`src/rtl/win_banner_draw_pkg.sv`:
```
// Shared types and sizes for the "YOU WIN" banner renderer.
// The ROM is 65 bits wide and 16 rows deep.
package win_banner_pkg;

   typedef enum logic [1:0] {
      IDLE   = 2'd0,
      REVEAL = 2'd1,
      SHOW   = 2'd2
   } banner_state_t;

   localparam int BANNER_W = 65;
   localparam int BANNER_H = 16;
   localparam int ROW_AW   = 4;
   localparam int BIT_AW   = 7;
   localparam int REV_W    = 7;
   localparam int REV_MAX  = 64;

endpackage

```
`src/rtl/win_banner_draw_if.sv`:
```
// Raster, ROM and pixel signals between the banner renderer and its surroundings.
// The slave modport is the renderer; the master modport is the video/game side.
interface win_banner_draw_if;

   logic                                show;
   logic                                frame_start;
   logic [9:0]                          DrawX;
   logic [9:0]                          DrawY;
   logic [win_banner_pkg::ROW_AW-1:0]   rom_addr;
   logic [win_banner_pkg::BANNER_W-1:0] rom_data;
   logic                                win_pixel;
   logic                                banner_busy;

   modport master (
      output show, frame_start, DrawX, DrawY, rom_data,
      input  rom_addr, win_pixel, banner_busy
   );

   modport slave (
      input  show, frame_start, DrawX, DrawY, rom_data,
      output rom_addr, win_pixel, banner_busy
   );

endinterface

```
`src/rtl/win_banner_draw_pipe.sv`:
```
// Two-stage raster pipeline: box test and ROM row/bit selection, then the registered pixel.
// Pixel appears exactly two clocks after DrawX/DrawY.
module win_banner_pipe
   import win_banner_pkg::*;
#(
   parameter int X0          = 190,
   parameter int Y0          = 208,
   parameter int SCALE_SHIFT = 2
) (
   input  logic                Clk,
   input  logic                Reset,
   input  logic [9:0]          draw_x_i,
   input  logic [9:0]          draw_y_i,
   input  banner_state_t       state_i,
   input  logic [REV_W-1:0]    reveal_rows_i,
   input  logic                visible_i,
   input  logic [BANNER_W-1:0] rom_data_i,
   output logic [ROW_AW-1:0]   rom_addr_o,
   output logic                win_pixel_o
);

   localparam logic [9:0] X_BEG = 10'(X0);
   localparam logic [9:0] Y_BEG = 10'(Y0);
   localparam logic [9:0] X_END = 10'(X0 + (BANNER_W << SCALE_SHIFT));
   localparam logic [9:0] Y_END = 10'(Y0 + (BANNER_H << SCALE_SHIFT));

   logic [9:0]        lx, ly;
   logic              in_box, in_rev;
   logic [BIT_AW-1:0] col, bit_sel;
   logic [ROW_AW-1:0] row;

   logic [ROW_AW-1:0] rom_addr_p1_q;
   logic [BIT_AW-1:0] bit_p1_q;
   logic              en_p1_q;
   logic              pix_p2_q;

   assign lx      = draw_x_i - X_BEG;
   assign ly      = draw_y_i - Y_BEG;
   assign in_box  = (draw_x_i >= X_BEG) && (draw_x_i < X_END) &&
                    (draw_y_i >= Y_BEG) && (draw_y_i < Y_END);
   assign col     = BIT_AW'(lx >> SCALE_SHIFT);
   assign bit_sel = BIT_AW'(BANNER_W - 1) - col;
   assign row     = ROW_AW'(ly >> SCALE_SHIFT);

   // Reveal masks by screen row, so compare the unscaled offset.
   always_comb begin
      in_rev = 1'b0;
      case (state_i)
         REVEAL:  in_rev = (ly < {3'b000, reveal_rows_i});
         SHOW:    in_rev = 1'b1;
         default: in_rev = 1'b0;
      endcase
   end

   // S1: ROM row address, bit index and pixel enable.
   always_ff @(posedge Clk) begin
      if (Reset) begin
         rom_addr_p1_q <= '0;
         bit_p1_q      <= '0;
         en_p1_q       <= 1'b0;
      end else begin
         rom_addr_p1_q <= in_box ? row : '0;
         bit_p1_q      <= in_box ? bit_sel : '0;
         en_p1_q       <= in_box & in_rev & visible_i;
      end
   end

   // S2: ROM data has settled for the S1 address; pick the bit.
   always_ff @(posedge Clk) begin
      if (Reset) begin
         pix_p2_q <= 1'b0;
      end else begin
         pix_p2_q <= en_p1_q & rom_data_i[bit_p1_q];
      end
   end

   assign rom_addr_o  = rom_addr_p1_q;
   assign win_pixel_o = pix_p2_q;

endmodule

```
`src/rtl/win_banner_draw.sv`:
```
// "YOU WIN" banner renderer: reveal/blink FSM driven by frame_start, plus the raster pipeline.
// The bitmap ROM sits outside; it returns rom_data combinationally from rom_addr.
module win_banner_draw
   import win_banner_pkg::*;
#(
   parameter int X0           = 190,
   parameter int Y0           = 208,
   parameter int SCALE_SHIFT  = 2,
   parameter int REVEAL_STEP  = 2,
   parameter int BLINK_FRAMES = 30
) (
   input  logic             Clk,
   input  logic             Reset,
   win_banner_draw_if.slave bus
);

   localparam int BLINK_W = (BLINK_FRAMES > 1) ? $clog2(BLINK_FRAMES) : 1;

   banner_state_t      state_q, state_d;
   logic [REV_W-1:0]   reveal_q, reveal_d, rev_next;
   logic [REV_W:0]     rev_sum;
   logic [BLINK_W-1:0] blink_q, blink_d;
   logic               visible_q, visible_d;
   logic               busy_q;

   assign rev_sum  = {1'b0, reveal_q} + (REV_W+1)'(REVEAL_STEP);
   assign rev_next = (rev_sum >= (REV_W+1)'(REV_MAX)) ? REV_W'(REV_MAX) : rev_sum[REV_W-1:0];

   always_ff @(posedge Clk) begin
      if (Reset) begin
         state_q   <= IDLE;
         reveal_q  <= '0;
         blink_q   <= '0;
         visible_q <= 1'b0;
         busy_q    <= 1'b0;
      end else begin
         state_q   <= state_d;
         reveal_q  <= reveal_d;
         blink_q   <= blink_d;
         visible_q <= visible_d;
         busy_q    <= (state_d != IDLE);
      end
   end

   // Dropping show always wins over a coincident frame_start.
   always_comb begin
      state_d   = state_q;
      reveal_d  = reveal_q;
      blink_d   = blink_q;
      visible_d = visible_q;
      case (state_q)
         IDLE: begin
            if (bus.show && bus.frame_start) begin
               state_d   = REVEAL;
               reveal_d  = '0;
               blink_d   = '0;
               visible_d = 1'b1;
            end
         end
         REVEAL: begin
            if (!bus.show) begin
               state_d = IDLE;
            end else if (bus.frame_start) begin
               reveal_d = rev_next;
               if (rev_next == REV_W'(REV_MAX)) state_d = SHOW;
            end
         end
         SHOW: begin
            if (!bus.show) begin
               state_d = IDLE;
            end else if (bus.frame_start) begin
               if (blink_q == BLINK_W'(BLINK_FRAMES - 1)) begin
                  blink_d   = '0;
                  visible_d = ~visible_q;
               end else begin
                  blink_d = blink_q + 1'b1;
               end
            end
         end
         default: state_d = IDLE;
      endcase
   end

   win_banner_pipe #(
      .X0          (X0),
      .Y0          (Y0),
      .SCALE_SHIFT (SCALE_SHIFT)
   ) u_pipe (
      .Clk           (Clk),
      .Reset         (Reset),
      .draw_x_i      (bus.DrawX),
      .draw_y_i      (bus.DrawY),
      .state_i       (state_q),
      .reveal_rows_i (reveal_q),
      .visible_i     (visible_q),
      .rom_data_i    (bus.rom_data),
      .rom_addr_o    (bus.rom_addr),
      .win_pixel_o   (bus.win_pixel)
   );

   assign bus.banner_busy = busy_q;

endmodule

```
`src/flat_wrapper.sv`:
```
// flat-port wrapper written by rule: the top's interface ports become plain ports
module win_banner_draw_flat import win_banner_pkg::*;
#(
   parameter int X0           = 190,
   parameter int Y0           = 208,
   parameter int SCALE_SHIFT  = 2,
   parameter int REVEAL_STEP  = 2,
   parameter int BLINK_FRAMES = 30
)
  (Clk, Reset, bus_show, bus_frame_start, bus_DrawX, bus_DrawY, bus_rom_data, bus_rom_addr, bus_win_pixel, bus_banner_busy);
  win_banner_draw_if bus_i ();
  input  logic Clk;
  input  logic Reset;
  input wire logic [$bits(bus_i.show)-1:0] bus_show;
  input wire logic [$bits(bus_i.frame_start)-1:0] bus_frame_start;
  input wire logic [$bits(bus_i.DrawX)-1:0] bus_DrawX;
  input wire logic [$bits(bus_i.DrawY)-1:0] bus_DrawY;
  input wire logic [$bits(bus_i.rom_data)-1:0] bus_rom_data;
  output wire logic [$bits(bus_i.rom_addr)-1:0] bus_rom_addr;
  output wire logic [$bits(bus_i.win_pixel)-1:0] bus_win_pixel;
  output wire logic [$bits(bus_i.banner_busy)-1:0] bus_banner_busy;
  assign bus_i.show = bus_show;
  assign bus_i.frame_start = bus_frame_start;
  assign bus_i.DrawX = bus_DrawX;
  assign bus_i.DrawY = bus_DrawY;
  assign bus_i.rom_data = bus_rom_data;
  assign bus_rom_addr = bus_i.rom_addr;
  assign bus_win_pixel = bus_i.win_pixel;
  assign bus_banner_busy = bus_i.banner_busy;
  win_banner_draw #(.X0(X0), .Y0(Y0), .SCALE_SHIFT(SCALE_SHIFT), .REVEAL_STEP(REVEAL_STEP), .BLINK_FRAMES(BLINK_FRAMES)) u_core (.Clk(Clk), .Reset(Reset), .bus(bus_i));
endmodule
```
`config.mk`:
```
export PLATFORM = sky130hd
export DESIGN_NAME = win_banner_draw_flat
export DESIGN_NICKNAME = d
export VERILOG_FILES = /design/src/rtl/win_banner_draw_pkg.sv /design/src/rtl/win_banner_draw_if.sv /design/src/rtl/win_banner_draw_pipe.sv /design/src/rtl/win_banner_draw.sv /design/src/flat_wrapper.sv
export SDC_FILE = /design/constraint.sdc
export NUM_CORES = 1
export LEC_CHECK = 0
export ABC_AREA = 1
export ABC_CLOCK_PERIOD_IN_PS = 2050
export CAP_MARGIN = 10
export CORE_UTILIZATION = 45
export CTS_BUF_LIST = sky130_fd_sc_hd__clkbuf_16
export CTS_CLUSTER_SIZE = 10
export DETAILED_ROUTE_END_ITERATION = 10
export PLACE_DENSITY = 0.87
export SKIP_CTS_REPAIR_TIMING = 1
export SYNTH_ARGS = -nofsm -noshare
export SYNTH_HDL_FRONTEND = slang
export SYNTH_SLANG_ARGS = --single-unit
```
`constraint.sdc`:
```
create_clock -name Clk -period 2.05 [get_ports Clk]
set_input_delay 0.5125 -clock Clk [delete_from_list [all_inputs] [get_ports Clk]]
set_output_delay 0.5125 -clock Clk [all_outputs]
set_load 0.02 [all_outputs]
```
* Yosys cells after proc, flatten, opt, wreduce, memory -nomap -nowiden
Index checks and enable logic that the tools add are counted.
** Word-level totals
- Flip-flop bits (word level) :: 29
- Logic and storage cells :: 72
** Operators by class
- Add/sub/neg operators :: 5
- Mux-type cells :: 24
- Bitwise logic cells :: 5
- Eq/ne operators :: 10
- Reduce and logical (&&, ||, !) cells :: 12
- $lt $le $gt $ge :: 7
** Operator list (count)
- $mux 7 :: 4
- $ge 10x8->1 const B :: 2
- $lt 10x9->1 const B :: 2
- $mux 5 :: 4
- $pmux 7 s2 :: 1
- $lt 10x7->1 :: 1
- $mux 2 :: 5
- $pmux 5 s2 :: 1
- $sub 10x8->10 const B :: 1
- $sub 9x8->9 const B :: 1
- $add 7x2->8 const B :: 1
- $ge 8x7->1 const B :: 1
- $lt 7x8->1 const B :: 1
- $ne 2x2->1 const B :: 4
- $reduce_and 4->1 :: 2
- $bmux 1 s7 :: 1
- $eq 7x7->1 const B :: 1
- $sub 7x7->7 const A :: 1
- $pmux 2 s3 :: 1
- $reduce_bool 2->1 :: 3
- $add 5x1->5 const B :: 1
- $eq 5x5->1 const B :: 1
- $mux 1 :: 5
- $reduce_and 5->1 :: 1
- 9 further kinds :: 17

* Depth between registers and ports, before layout
Gate-level depths: netlist (run 1).
- Depth in word-level cells :: 9
- Gate-level depth with buffers :: 13

* By module
A second synthesis (run 1) with hierarchy kept.
** Unflattened totals
- Cell total of the unflattened synthesis :: 447
- Area, all modules :: 2652.5 um^2
** Modules (own cells, without submodules)
- win_banner_pipe :: area each 1849.3 um^2, sequential area each 260.2 um^2, instances 1, cells each 341
- win_banner_draw :: area each 803.3 um^2, sequential area each 320.3 um^2, instances 1, cells each 106

* Least setup slack after synthesis (run 1)
No wires, ideal clock.
- Kind :: in2reg
- Start point :: in bus_DrawY[4]
- End point :: reg u_core.u_pipe.en_p1_q
- Library setup time :: 0.114 ns
- Buffers on the path :: 0
- Stages on the path :: 9
- Arrival time :: 1.654 ns
- Path slack :: 0.283 ns
- Path through :: inv_1 ha_1 inv_1 ha_1 nand4_1 o221ai_1 nand2_1 a21oi_1 nor2_1
** Between the ends
- Cells in the longest elaborated chain, start to end :: 5
** Ends and longest elaborated chain
- from (decl) :: line flat_wrapper.sv:17 : input wire logic [$bits(bus_i.DrawY)-1:0] bus_DrawY;
- $sub 10x8->10 :: line win_banner_draw_pipe.sv:38 : assign ly = draw_y_i - Y_BEG;
- via u_core.u_pipe.ly[5] :: line win_banner_draw_pipe.sv:27 : logic [9:0] lx, ly;
- $lt 10x7->1 :: line win_banner_draw_pipe.sv:49 : REVEAL: in_rev = (ly < {3'b000, reveal_rows_i});
- $pmux 1 s2 :: line win_banner_draw_pipe.sv:48 : case (state_i)
- $and 1x1->1 (2 in a row) :: line win_banner_draw_pipe.sv:64 : en_p1_q <= in_box & in_rev & visible_i;
- to (signal assigned) :: line win_banner_draw_pipe.sv:64
- to (decl) :: line win_banner_draw_pipe.sv:34 : logic en_p1_q;
The timed path passes the listed nets, and every way through them passes these cells.
A chain may end at the register's enable or synchronous reset.

* Worst setup path after layout (run 1)
- Start point :: in bus_DrawX[1]
- End point :: reg u_core.u_pipe.bit_p1_q[6]
** Between the ends
- Cells in the longest elaborated chain, start to end :: 6
** Ends and longest elaborated chain
- from (decl) :: line flat_wrapper.sv:16 : input wire logic [$bits(bus_i.DrawX)-1:0] bus_DrawX;
- branches (longest 6 deep; another with $sub 9x8->9)
- to (signal assigned) :: line win_banner_draw_pipe.sv:63 : bit_p1_q <= in_box ? bit_sel : '0;
- to (decl) :: line win_banner_draw_pipe.sv:33 : logic [BIT_AW-1:0] bit_p1_q;
Parallel ways; which one is timed is not known.

==> impl_summary.txt, run 1 <==
----------------------------------------------------
[Layout]
  Leading cell type in the layout, fill and taps excluded ... nand2_1
  N_diodes ... 0
  Flip-flop and latch area ... between 500 and 600 µm²
  Layout-stage area growth over the synthesis result ... 52.2%
  Proportion of layout cells with a drive suffix above 1 ... under 10%
  Filler-free cell count of the finished design ... around 620
  Area of the multi-input gates ... approximately 1700 µm²
  Count of fill cells added during filler insertion ... ~430
  Cell area after layout ... 3930 µm²
  Most used cells in the layout excluding fill and tap cells ... nand2_1 (133), clkdlybuf4s50_1 (91), inv_1 (72)
  Post-layout nets ... about 650

[Floorplanning]
  Chip height ... roughly 80 µm
  Die outline width ... just under 80 µm
  Number of placed I/O pins ... 95
  Std-Cell Rows ... 27
  DIE AREA ... 6040 µm²
  Initial core utilization ... 46.9%
  Std-Cell Core Area ... approximately 5500 µm²

[Synthesis]
  Synthesized net count ... between 500 and 600
  Seq cells post-synth ... 29
  Post-Synthesis Mean Instance Area ... ~6.0 µm²
  Synth Instances ... roughly 430
  Proportion of synthesized flip-flops having asynchronous set or reset ... 0%
  Distinct cells, synth ... 37
  Ranking of synthesized cells by area ... dfxtp_1 (22%), nand2_1 (19%), inv_1 (11%)
  Sequential fraction of the synthesis area ... between 20% and 30%
  Flip-flop cell with the highest count after synthesis ... dfxtp_1
  Post-Syn Area ... between 2000 and 3000 µm²
  Area share of the largest cell type after synthesis ... approximately 22%
  Count of warnings emitted by yosys ... 0
  EDFF count, synth ... 0
  Dominant cell type by area after synthesis ... dfxtp_1

[Routing]
  Via count normalized by instance count ... 5.09
  Post-detailed-route DRC marker count ... 0
  Initial detailed-routing violation count ... 137
  DR WL/cell ... approximately 12 µm
  Detail Route Antenna Nets ... 0
  First-pass iteration count of the detailed router ... 4
  Routed WL ... 7290 µm
  DR vias ... 3135

[STA]
  Crit share post-route ... 91.9%
  Worst max-slew margin expressed relative to the limit ... 68.5%
  Fin crit period ... approximately 1.9 ns
  Transition at the pin with the smallest max-transition slack ... about 0.47 ns
  Setup TNS ... 0 ns
  Setup Viol. Count Final ... 0
  Max-slew violations ... 0
  Peak clock frequency supported by timing ... about 530 MHz
  Unrepaired setup endpoints after global routing ... false
  Final Hold Viols ... 0
  Maximum clock skew at final layout ... about 0.0046 ns

[CTS]
  CTS Buf Count ... 5
  Number of buffers between clock root and the deepest sink ... 2
  # clock sinks ... 29
  TritonCTS clock tree ... yes
  Root cell of the clock tree ... clkbuf_16
  H-tree depth ... 2
  Clk pin slew, worst setup/hold paths ... around 0.05 ns
  Clock latency reported for the late side of the worst-skew pair ... 0.27 ns

[Setup path]
  Launching point of the worst reg2reg path ... u_core.state_q[0]
  Largest incremental delay on the critical path ... roughly 0.48 ns
  Arrival time at the worst endpoint ... around 2.1 ns
  Maximum fanout along the worst path ... 3
  Element type at the critical path start ... input port
  Worst path cell trace ... clkdlybuf4s50_1 -> ha_1 -> xor2_1 -> inv_1 -> ha_1 -> nand3_1 -> nor2_1 -> o21ai_0 -> nor2_1
  Worst Setup End Kind ... flip-flop
  Slowest-stage cell, CP ... clkdlybuf4s50_1
  Crit path from ... bus_DrawX[1]
  Worst Path Class, Setup ... in -> reg
  Required time reported for the critical path endpoint ... about 2.2 ns

[Global routing]
  Number of global-route vias before repair ... between 2000 and 3000
  Remaining global-route overflow ... 0
  Total routing usage reported by global routing ... between 20 and 25%
  Wire length of the first global-routing pass ... approximately 12000 µm
  Number of antenna violations at the first check in global routing ... 0
  Maximum number of pins on one net before global-route repair ... 31

[Power]
  Power density cells ... roughly 510 nW/µm²
  Worst supply voltage drop on vdd ... approximately 0.49 mV
  Static power due to leakage ... 1.87 nW

[Worst hold path]
  Hold path startpoint ... u_core.u_pipe.en_p1_q
  Hold/Removal Path Class ... reg -> reg

[Placement]
  Cells after DPL ... ~610
  Instance area after placement ... between 3000 and 4000 µm²
  Final weighted congestion in routability-driven placement ... 0.907
  Placed wire-length estimate ... between 5000 and 6000 µm
  # port buffers ... a little over 90

[Status]
  Result of the run ... complete, no violations

[Run]
  Count of maximum capacitance violations ... 0

----------------------------------------------------
[through the flow]
step / power, mW / util [%] / hold WS [ns] / setup WS (ns)
2_1_floorplan: 0.784 / - / 0.407 / 0.283
3_3_place_gp: 1.03 / 67.1 / 0.426 / -0.279
3_5_place_dp: 1.04 / 67.1 / 0.434 / -0.311
4_1_cts: 1.98 / 70.5 / 0.443 / -0.0278
5_1_grt: 2.07 / 71.3 / 0.460 / 0.0158
6_report: 1.98 / 71.3 / 0.441 / 0.167
[critical path: cells and delay by family]
| family | cells | cell delay [ns] |
|---|---|---|
| compound gates | 1 | 0.16 |
| buf+inv | 2 | 0.55 |
| fa+ha+maj | 2 | 0.42 |
| simple gates | 3 | 0.25 |
| xor+xnor | 1 | 0.15 |
[sequential cells by signal (all words and copies together), names as in the netlist]
register,count
u_core.u_pipe.win_pixel_o,1
u_core.bus.banner_busy,1
u_core.reveal_q,7
u_core.u_pipe.rom_addr_o,4
u_core.blink_q,5
u_core.u_pipe.bit_p1_q,7
u_core.visible_q,1
u_core.u_pipe.en_p1_q,1
u_core.state_q,2
[cells by family after synthesis]
logic type	count (synthesis)	synth area share, %
and+or+nand+nor	251	42.9
buffers and inverters	87	13.7
AOI/OAI and AO/OA	37	8.39
DFF	29	22.5
adders and majority gates	17	8.24
xor gates and xnor gates	12	4.36
[per-layer routing]
metal	global-route usage [%]	wire (µm)	part of all wire (%)	vias to the layer above
li1	-	-	-	1586
met1	26.8	3060	42	1398
met2	44.2	3490	48	129
met3	5.41	597	8.2	22
met4	8.68	141	1.9	0
met5	0	0	0	-
[Yosys cell counts, types with 2 or more instances]
| cell type | count |
|---|---|
| a31oi_1 | 2 |
| inv_1 | 74 |
| nand3_1 | 53 |
| dfxtp_1 | 29 |
| a211oi_1 | 2 |
| nand2_1 | 133 |
| ha_1 | 17 |
| buf_4 | 3 |
| a21oi_1 | 21 |
| nor3b_1 | 2 |
| xor2_1 | 6 |
| buf_2 | 6 |
| xnor2_1 | 5 |
| nor4_1 | 2 |
| inv_2 | 2 |
| or2_2 | 3 |
| nor2_1 | 38 |
| nor3_1 | 3 |
| nor3_2 | 2 |
| nand4_1 | 7 |
| o21ai_0 | 6 |
| o22ai_1 | 2 |
[cell type report]
type                       instances  share of cell area [%]
clock inverter                     3                    1.66
timing repair buffer             114                    27.8
clock buffer                       5                    3.18
tap                               72                    2.29
sequential                        29                    14.8
inverter                          76                    7.26
multi-input combinational        317                    43.0
[worst paths after layout]
path | slack [ns] | depth (start not counted) | end
max | 0.17 | 9 | u_core.u_pipe.bit_p1_q[6]
min | 0.44 | 2 | u_core.u_pipe.win_pixel_o
max reg2reg | 0.26 | 8 | u_core.blink_q[4]
min reg2reg | 0.44 | 2 | u_core.u_pipe.win_pixel_o
[report_power, final]
| part | switching (mW) | total (mW) | internal, mW |
|---|---|---|---|
| sequential | 0.0108 | 0.586 | 0.575 |
| clock | 0.246 | 0.938 | 0.692 |
| combinational | 0.192 | 0.461 | 0.269 |
Power figures use the tool's default switching activity.
==> run 2, diff against run 1 <==
Settings changed: CORE_MARGIN from default to 3, HOLD_SLACK_MARGIN from default to 0.03.
==> run 2 against run 1 <==
- maximum frequency fell by 4.2%
- combinational power barely moved
- largest cell class unchanged
- clock skew rose by 0.0028 ns
- routed wire length rose by 5.0%
- clock power rose by 2%
==> impl_summary.txt, run 2 (synthesis results as in run 1) <==
----------------------------------------------------
[STA]
  Fin crit period ... between 1.5 and 2 ns
  Worst max-slew margin expressed relative to the limit ... 68.8%
  Hold Slack ... 0.435 ns
  Max-slew violations ... 0
  Transition at the pin with the smallest max-transition slack ... 0.467 ns
  Peak clock frequency supported by timing ... around 500 MHz
  Maximum clock skew at final layout ... roughly 0.0074 ns
  Final Hold Viols ... 0
  Setup Viol. Count Final ... 0
  Crit share post-route ... a little over nine tenths

[CTS]
  TritonCTS clock tree ... yes
  CTS Buf Count ... 5
  H-tree depth ... 2
  # clock sinks ... 29
  Number of buffers between clock root and the deepest sink ... 2
  Clock latency reported for the late side of the worst-skew pair ... between 0.2 and 0.3 ns
  Clk pin slew, worst setup/hold paths ... approximately 0.05 ns
  Root cell of the clock tree ... clkbuf_16

[Setup path]
  Most common cell type on the critical path ... ha_4
  Crit path from ... bus_DrawY[5]
  Depth of the worst register-to-register path ... 8
  Slowest-stage cell, CP ... clkdlybuf4s50_1
  Buffers plus inverters on the worst setup path ... 3
  Worst Setup End Kind ... flip-flop
  Dominant delay contributor by cell family on the critical path ... buffers and inverters
  Largest incremental delay on the critical path ... 0.47 ns
  Required time reported for the critical path endpoint ... 2.23 ns
  Element type at the critical path start ... input port
  RR Endpoint ... u_core.blink_q[4]
  Arrival time at the worst endpoint ... roughly 2.1 ns
  Maximum fanout along the worst path ... 3
  Worst Path Class, Setup ... in -> reg
  Launching point of the worst reg2reg path ... u_core.state_q[0]
  Setup slack of the most critical reg-to-reg path ... ~0.2 ns
  Worst path cell trace ... clkdlybuf4s50_1 -> inv_2 -> ha_4 -> inv_1 -> ha_4 -> nand4_1 -> o221ai_2 -> nand2_1 -> a21oi_2 -> nor2_1

[Global routing]
  Maximum number of pins on one net before global-route repair ... 31
  Wire length of the first global-routing pass ... around 12000 µm
  Number of antenna violations at the first check in global routing ... 0
  Number of global-route vias before repair ... ~2900
  Remaining global-route overflow ... 0
  Total routing usage reported by global routing ... a little under a quarter

[Placement]
  Final weighted congestion in routability-driven placement ... 0.923
  # port buffers ... just over 90
  Cells after DPL ... 607
  Placed wire-length estimate ... 5930 µm

[Status]
  Result of the run ... complete, no violations

[Worst hold path]
  Hold/Removal Path Class ... reg -> reg
  Number of cells traversed by the worst hold path ... 2
  Hold path startpoint ... u_core.u_pipe.en_p1_q
  Worst min-delay path endpoint ... u_core.u_pipe.win_pixel_o

[Layout]
  Largest registers ... u_core.reveal_q x7, u_core.u_pipe.bit_p1_q x7, u_core.blink_q x5
  Layout-stage area growth over the synthesis result ... 52.3%
  Most used cells in the layout excluding fill and tap cells ... nand2_1 (133), clkdlybuf4s50_1 (92), inv_1 (72)
  Leading cell type in the layout, fill and taps excluded ... nand2_1
  Filler-free cell count of the finished design ... roughly 620
  Core Util, Final ... between 70% and 80%
  N_diodes ... 0
  Post-layout nets ... 650
  Proportion of layout cells with a drive suffix above 1 ... 9.54%

[Routing]
  Detail Route Antenna Nets ... 0
  Initial detailed-routing violation count ... between 100 and 150
  Post-detailed-route DRC marker count ... 0
  DR WL/cell ... 12.5 µm
  First-pass iteration count of the detailed router ... 4
  Routed WL ... roughly 7700 µm
  Via count normalized by instance count ... roughly 4.9
  DR vias ... ~3000

[Floorplanning]
  Std-Cell Rows ... 26
  Number of placed I/O pins ... 95
  Die outline width ... a little over 80 µm
  Std-Cell Core Area ... ~5300 µm²
  Initial core utilization ... between 40 and 50%
  Chip height ... a little over 80 µm
  DIE AREA ... between 6000 and 7000 µm²

[Power]
  Static power due to leakage ... around 1.9 nW
  Worst supply voltage drop on vdd ... about 0.88 mV
  Power density cells ... between 500 and 600 nW/µm²

[Run]
  Count of maximum capacitance violations ... 0

----------------------------------------------------
==> run 2: cell types whose count changed in the layout (fill, tap and decap cells not counted), sizes merged <==
cell,before,now
buf,21,22
clkdlybuf4s50,91,92
dlymetal6s2s,2,1
==> run 2: area by class of cell <==
class                   instances  area [µm²]
clock buffers                   5         125
clock inverters                 3        65.1
fillers                       424        1400
inverters                      76         285
multi-input cells             317        1690
flip-flops and latches         29         581
well taps                      70        87.6
repair buffers                115        1100
==> run 2: how the worst max path moves through the flow <==
stage / endpoint / slack (ns) / cells after the start
finish: u_core.u_pipe.en_p1_q / 0.08 / 10
global route: u_core.u_pipe.en_p1_q / -0.04 / 10
CTS: u_core.u_pipe.en_p1_q / -0.07 / 10
detailed placement: u_core.u_pipe.en_p1_q / -0.36 / 10
global placement: u_core.u_pipe.en_p1_q / -0.29 / 10
floorplan: u_core.u_pipe.en_p1_q / 0.28 / 9
==> run 2: where the power goes <==
part,switching (mW),leakage [nW],total (mW),internal (mW)
sequential,0.0110,0.234,0.586,0.575
combinational,0.191,1.53,0.460,0.268
clock,0.260,0.0938,0.953,0.692
total,0.463,1.86,2.00,1.54
==> run 2: worst min-delay path: stages (launching register included) <==
cell and delay, ns:
dfxtp_1 0.29, nand2_1 0.06, a21oi_1 0.04
==> run 2: per-layer routing <==
layer / vias to the layer above / track usage (%) / wire [µm]
li1: 1586 / - / -
met1: 1330 / 25.4 / 3150
met2: 108 / 42.6 / 3710
met3: 18 / 5.37 / 666
met4: 0 / 6.48 / 136
met5: - / 0 / 0
==> run 2: stage by stage <==
stage / setup WS, ns / power (mW) / TNS (ns) / cell area (µm²)
global route: -0.0431 / 2.08 / -0.0631 / 3930
CTS: -0.0679 / 1.99 / -0.0679 / 3890
floorplan: 0.283 / 0.784 / 0 / 2580
finish: 0.0848 / 2.00 / 0 / 3930
detailed placement: -0.356 / 1.04 / -1.37 / 3700
global placement: -0.289 / 1.03 / -0.753 / 3700
